`src/rtl/alu_pkg.sv`:
```
// Shared types for the ALU result stage: opcode enum, flag bit positions and
// the stored result record (sign-magnitude value, two's-complement value, flags).
package alu_pkg;

  localparam int unsigned DATA_W = 6;
  localparam int unsigned RES_W  = 2 * DATA_W;
  localparam int unsigned FLAG_W = 4;

  // Bit positions inside the flags word {E,V,Nf,Z}
  localparam int unsigned FLAG_Z  = 0;
  localparam int unsigned FLAG_NF = 1;
  localparam int unsigned FLAG_V  = 2;
  localparam int unsigned FLAG_E  = 3;

  typedef enum logic [2:0] {
    ADD = 3'd0,
    SUB = 3'd1,
    MUL = 3'd2,
    DIV = 3'd3,
    MOD = 3'd4
  } op_e;

  typedef struct packed {
    logic [DATA_W-1:0] res_sm;
    logic [RES_W-1:0]  res_tc;
    logic [FLAG_W-1:0] flags;
  } result_t;

endpackage

```
`src/rtl/result_flags.sv`:
```
// Combinational result select and status flag generation.
// Ports: op (opcode), divisor (B operand, zero detect only), raw two's-complement
// results *_tc, sign-magnitude results *_sm, result_c (selected record).
module result_flags
  import alu_pkg::*;
#(
  parameter int unsigned N = DATA_W
) (
  input  logic [2:0]     op,
  input  logic [N-1:0]   divisor,
  input  logic [N:0]     sum_tc,
  input  logic [N:0]     sub_tc,
  input  logic [2*N-1:0] mul_tc,
  input  logic [N:0]     div_tc,
  input  logic [N:0]     mod_tc,
  input  logic [N-1:0]   sum_sm,
  input  logic [N-1:0]   sub_sm,
  input  logic [2*N-1:0] mul_sm,
  input  logic [N-1:0]   div_sm,
  input  logic [N-1:0]   mod_sm,
  output result_t        result_c
);

  // Largest magnitude a sign-magnitude N-bit word can hold
  localparam logic signed [2*N-1:0] SM_HI = (2*N)'(2**(N-1) - 1);
  localparam logic signed [2*N-1:0] SM_LO = -SM_HI;

  logic [2*N-1:0] tc;
  logic [N-1:0]   sm;
  logic           illegal;
  logic           div_zero;
  logic           err;

  // Sign bit of the divisor and the upper product bits play no part here
  logic unused_bits;
  assign unused_bits = ^{divisor[N-1], mul_sm[2*N-1:N]};

  // Opcode select; N+1-bit results are sign-extended to 2N
  always_comb begin
    tc      = '0;
    sm      = '0;
    illegal = 1'b0;
    case (op_e'(op))
      ADD: begin tc = {{(N-1){sum_tc[N]}}, sum_tc}; sm = sum_sm; end
      SUB: begin tc = {{(N-1){sub_tc[N]}}, sub_tc}; sm = sub_sm; end
      MUL: begin tc = mul_tc;                       sm = mul_sm[N-1:0]; end
      DIV: begin tc = {{(N-1){div_tc[N]}}, div_tc}; sm = div_sm; end
      MOD: begin tc = {{(N-1){mod_tc[N]}}, mod_tc}; sm = mod_sm; end
      default: illegal = 1'b1;
    endcase
  end

  // +0 and -0 divisors are both a divide-by-zero
  assign div_zero = ((op == DIV) || (op == MOD)) && (divisor[N-2:0] == '0);
  assign err      = illegal || div_zero;

  // Error forces a clean zero result; otherwise flags come from the 2N-bit value
  always_comb begin
    result_c = '0;
    if (err) begin
      result_c.flags[FLAG_E] = 1'b1;
      result_c.flags[FLAG_Z] = 1'b1;
    end else begin
      result_c.res_sm         = sm;
      result_c.res_tc         = tc;
      result_c.flags[FLAG_Z]  = (tc == '0);
      result_c.flags[FLAG_NF] = tc[2*N-1];
      result_c.flags[FLAG_V]  = ($signed(tc) > SM_HI) || ($signed(tc) < SM_LO);
    end
  end

endmodule

```
`src/rtl/alu_result_stage.sv`:
```
// Registered result stage: selects/flags the arithmetic result, buffers it in a
// 2-entry skid FIFO with valid/ready on both sides, and keeps saturating counters.
// Ports: clk, rst (async active-low), in_valid/in_ready, op, B, raw *_tc and *_sm
// results, out_valid/out_ready, res_sm, res_tc, flags {E,V,Nf,Z}, op_cnt, err_cnt.
module alu_result_stage
  import alu_pkg::*;
#(
  parameter int unsigned N     = DATA_W,
  parameter int unsigned CNT_W = 8
) (
  input  logic             clk,
  input  logic             rst,
  input  logic             in_valid,
  output logic             in_ready,
  input  logic [2:0]       op,
  input  logic [N-1:0]     B,
  input  logic [N:0]       sum_tc,
  input  logic [N:0]       sub_tc,
  input  logic [2*N-1:0]   mul_tc,
  input  logic [N:0]       div_tc,
  input  logic [N:0]       mod_tc,
  input  logic [N-1:0]     sum_sm,
  input  logic [N-1:0]     sub_sm,
  input  logic [N-1:0]     div_sm,
  input  logic [N-1:0]     mod_sm,
  input  logic [2*N-1:0]   mul_sm,
  output logic             out_valid,
  input  logic             out_ready,
  output logic [N-1:0]     res_sm,
  output logic [2*N-1:0]   res_tc,
  output logic [3:0]       flags,
  output logic [CNT_W-1:0] op_cnt,
  output logic [CNT_W-1:0] err_cnt
);

  // Encoding chosen so bit 0 is "has data" and bit 1 is "full"
  typedef enum logic [1:0] {
    EMPTY = 2'b00,
    ONE   = 2'b01,
    FULL  = 2'b11
  } state_e;

  state_e  state, state_next;
  result_t cur;
  result_t head, skid;
  logic    push, pop;
  logic    load_head, head_from_skid, load_skid;

  result_flags #(.N(N)) u_result_flags (
    .op      (op),
    .divisor (B),
    .sum_tc  (sum_tc),
    .sub_tc  (sub_tc),
    .mul_tc  (mul_tc),
    .div_tc  (div_tc),
    .mod_tc  (mod_tc),
    .sum_sm  (sum_sm),
    .sub_sm  (sub_sm),
    .mul_sm  (mul_sm),
    .div_sm  (div_sm),
    .mod_sm  (mod_sm),
    .result_c(cur)
  );

  // Handshakes depend on registered state only
  assign out_valid = state[0];
  assign in_ready  = ~state[1];
  assign push      = in_valid && in_ready;
  assign pop       = out_valid && out_ready;

  // State register
  always_ff @(posedge clk or negedge rst) begin
    if (!rst) state <= EMPTY;
    else      state <= state_next;
  end

  // Next state and entry-load controls
  always_comb begin
    state_next     = state;
    load_head      = 1'b0;
    head_from_skid = 1'b0;
    load_skid      = 1'b0;
    case (state)
      EMPTY: begin
        if (push) begin
          state_next = ONE;
          load_head  = 1'b1;
        end
      end
      ONE: begin
        if (push && pop) begin
          load_head  = 1'b1;
        end else if (push) begin
          state_next = FULL;
          load_skid  = 1'b1;
        end else if (pop) begin
          state_next = EMPTY;
        end
      end
      FULL: begin
        if (pop) begin
          state_next     = ONE;
          load_head      = 1'b1;
          head_from_skid = 1'b1;
        end
      end
      default: state_next = EMPTY;
    endcase
  end

  // Head entry drives the outputs directly; skid holds the second entry
  always_ff @(posedge clk or negedge rst) begin
    if (!rst) begin
      head <= '0;
      skid <= '0;
    end else begin
      if (load_head) head <= head_from_skid ? skid : cur;
      if (load_skid) skid <= cur;
    end
  end

  assign res_sm = head.res_sm;
  assign res_tc = head.res_tc;
  assign flags  = head.flags;

  // Saturating statistics counters
  always_ff @(posedge clk or negedge rst) begin
    if (!rst) begin
      op_cnt  <= '0;
      err_cnt <= '0;
    end else if (push) begin
      if (op_cnt != '1) op_cnt <= op_cnt + CNT_W'(1);
      if (cur.flags[FLAG_E] && (err_cnt != '1)) err_cnt <= err_cnt + CNT_W'(1);
    end
  end

endmodule

```
`config.mk`:
```
export PLATFORM = sky130hd
export DESIGN_NAME = alu_result_stage
export DESIGN_NICKNAME = d
export VERILOG_FILES = /design/src/rtl/alu_pkg.sv /design/src/rtl/result_flags.sv /design/src/rtl/alu_result_stage.sv
export SDC_FILE = /design/constraint.sdc
export NUM_CORES = 1
export LEC_CHECK = 0
export BUFFER_PORTS_ARGS = -buffer_cell sky130_fd_sc_hd__clkbuf_2
export CAP_MARGIN = 0
export CELL_PAD_IN_SITES_DETAIL_PLACEMENT = 1
export CELL_PAD_IN_SITES_GLOBAL_PLACEMENT = 2
export CORE_UTILIZATION = 31
export CTS_CLUSTER_DIAMETER = 150
export DETAILED_ROUTE_END_ITERATION = 16
export PLACE_DENSITY_LB_ADDON = 0.1
export SETUP_SLACK_MARGIN = 0.2
export SLEW_MARGIN = 20
export SYNTH_ARGS = -nofsm -noshare
export SYNTH_HDL_FRONTEND = slang
export SYNTH_SLANG_ARGS = --single-unit
```
`constraint.sdc`:
```
create_clock -name clk -period 2.95 [get_ports clk]
set_input_delay 0.59 -clock clk [delete_from_list [all_inputs] [get_ports clk]]
set_output_delay 0.59 -clock clk [all_outputs]
set_load 0.02 [all_outputs]
```
==> results.toml <==
[run_status]
outcome = "completed"

[setup_path]
cp-end-kind = "flip-flop"
cp_slowest_stage_delay_ns = 0.42
cp_top_family = "simple AND/OR/NAND/NOR gates"
criticalPathCategory = "input pin to flip-flop"
crit_path_top_delay_cell = "or3b_4"
cp_data_arrival_time_ns = 2.49
path_buf_inv = 1
startpoint_type = "input pin"
crit_chain = "clkbuf_2, or3b_4, a211oi_4, a21o_4, and3_1, mux2_2"
crit_path_max_fanout = 17
worstPathRequired_ns = 3.18

[logic_synthesis]
synth_fp_nets = 449
synth_top_area_share_pct = 44.05
ys_seq_area_share_pct = 44.05
netlist_top_cells_count = "dfrtp_1, nand2_1, o21ai_0"
ys.flop_type = "dfrtp_1"
synth_edf_count = 0
synth_cell_types = 47
ys_ff_latch = 60
synth_area_per_cell_sq_um = 9.628
ys_warn_count = 0
async_flop_share_pct = 100.0
yosysMostFrequentCell = "dfrtp_1"
synthCells = 354
post-synth-top-area-cell = "dfrtp_1"
netlist_area_sq_mm = 0.003408
synth_area_leaders = "dfrtp_1, mux2i_1, nand2_1"

[layout]
drive_gt1_share_pct = 32.71
diodes = 0
area_delta_synth_final_pct = 28.27
nets = 570

[pwr]
ir_worst_vdd_mv = 0.3559
pwr_density_cell_mw_per_mm2 = 768.4
p_leak_nw = 2.153

[sta]
rsz0062_at_grt = "false"
clock.fmax_ghz = 0.4412
slew_headroom_pct = 47.81
finalClockSkew_ns = 0.007149
finalCriticalPeriod_ns = 2.267
hold_violations = 0
slew_viol_final = 0
fin_ws_ns = 0.6832
worst_pin_slew_ns = 0.7828
finalSetupTns_ns = 0
fin_crit_sh_pct = 76.84
final-setup-viol-count = 0
fin_hold_ws_ns = 0.3170

[detailed_routing]
vias = 3145
vias_per_cell = 5.106
routed_wl_um = 9883
drtAntennaViolNets = 0
wire_per_inst_um = 16.04
drtIter0Drc = 99
drc = 0
drt_pass1_iterations = 4

[run]
drv_cap = 0

[floorplanning]
die_area_sq_mm = 0.01142
initial_core_util_pct = 32.43
fp.dieW_um = 106.9
core_sq_mm = 0.01051
die_y_um = 106.9
io_pins = 129
row_count = 37

[hold_path]
worstHoldPathType = "input pin to asynchronous set/reset pin"

[clock_tree]
holdBufCountCts = 0
post_cts_buffers = 0
cts_buffers = 9
clockRootBuffer = "clkbuf_8"
tritoncts = "built"
htreeDepth = 3
numClockSinks = 60
cts.repair.resized = 0
clock_path_buffers = 2
path_clk_slew_ns = 0.07
clk_latency_ns = 0.34

[placed_design]
gp_congestion = 0.7352
io_buffers = 121
place_hpwl_um = 7710
post-place-ws_ns = 0.3021

[grt]
grt_pass1_vias = 3162
grt_usage_pct = 18.10
overflow = 0
antenna_found_initial = 0
grt_max_degree = 32
grt_pass1_wl_um = 16100
## report_power, final
group          internal [mW]  switching (mW)  total, mW
Sequential              1.13           0.243       1.38
Combinational          0.521           0.785       1.31
Clock                  0.348           0.330      0.678
Total                   2.00            1.36       3.36
## worst paths after layout
check                                 startpoint                     end  slack (ns)  depth (start not counted)
max in group asynchronous                    rst     skid[2]$_DFFE_PN0P_        1.98                          2
hold reg to reg            res_tc[9]$_DFFE_PN0P_   res_tc[9]$_DFFE_PN0P_        0.48                          2
min in group clk           res_tc[9]$_DFFE_PN0P_   res_tc[9]$_DFFE_PN0P_        0.48                          2
setup / recovery                           op[2]  err_cnt[1]$_DFFE_PN0P_        0.68                          6
hold / removal                               rst  err_cnt[4]$_DFFE_PN0P_        0.32                          1
setup reg to reg            state[1]$_DFFE_PN0P_   res_sm[4]$_DFFE_PN0P_        0.85                          7
## cells in the final DEF (no fill, tap or decap), types with 6 or more instances in the layout
cell type  Yosys  layout
a21oi_1       18      18
o22ai_1       13      13
clkbuf_2       0     121
a21o_1         7       7
buf_4          1       9
nand2b_1       9       9
o31ai_1       10      10
a22oi_1       13      13
mux2i_1       22      22
and3_1         6       6
o21ai_0       23      23
ha_1           6       6
nand2_1       41      41
dfrtp_1       60      60
nand4_1        8       8
clkbuf_8       0      11
xnor2_1       12      12
nor2_1        15      14
## stage by stage
stage               util [%]  power (mW)  instance area (sq um)  cells
floorplan                  -       2.223                   3408    354
global placement       39.90       2.669                   4193    600
detailed placement     39.90       2.717                   4193    600
CTS                    41.60       3.420                   4372    616
global route           41.60       3.640                   4372    616
finish                 41.60       3.359                   4372    616
## flip-flops by register name (all words and copies together) (netlist names)
signal   cells
flags        4
skid        21
err_cnt      8
res_tc      11
res_sm       6
state        2
op_cnt       8
## routing by layer
metal | vias up | track usage (%) | share of wire [%]
met5 | - | 0 | 0
li1 | 1548 | - | -
met3 | 12 | 3.404 | 4.2
met1 | 1510 | 23.95 | 45
met4 | 0 | 6.164 | 1.6
met2 | 75 | 29.59 | 49
## worst register-to-register path: stages (launching register included)
cell,delay [ns]
dfrtp_1,0.44
inv_1,0.12
ha_1,0.24
a31oi_1,0.10
nor3_1,0.45
nor2_2,0.26
buf_12,0.22
o21ai_0,0.19
## cell families after synthesis
logic type	share of synthesized area [%]
buffers and inverters	4.001
muxes	7.122
adders and majority gates	2.203
xor gates and xnor gates	3.855
DFF	44.05
and+or+nand+nor	15.97
AOI/OAI and AO/OA	22.80
## final cells by class
| type | instances | area (sq um) |
|---|---|---|
| clock buffers | 12 | 155.1 |
| clock inverters | 4 | 23.77 |
| fillers | 1258 | 6137 |
| inverters | 4 | 15.01 |
| multi-input cells | 267 | 1773 |
| flip-flops and latches | 60 | 1501 |
| well taps | 136 | 170.2 |
| repair buffers | 133 | 733.2 |
Power figures use the tool's default switching activity.
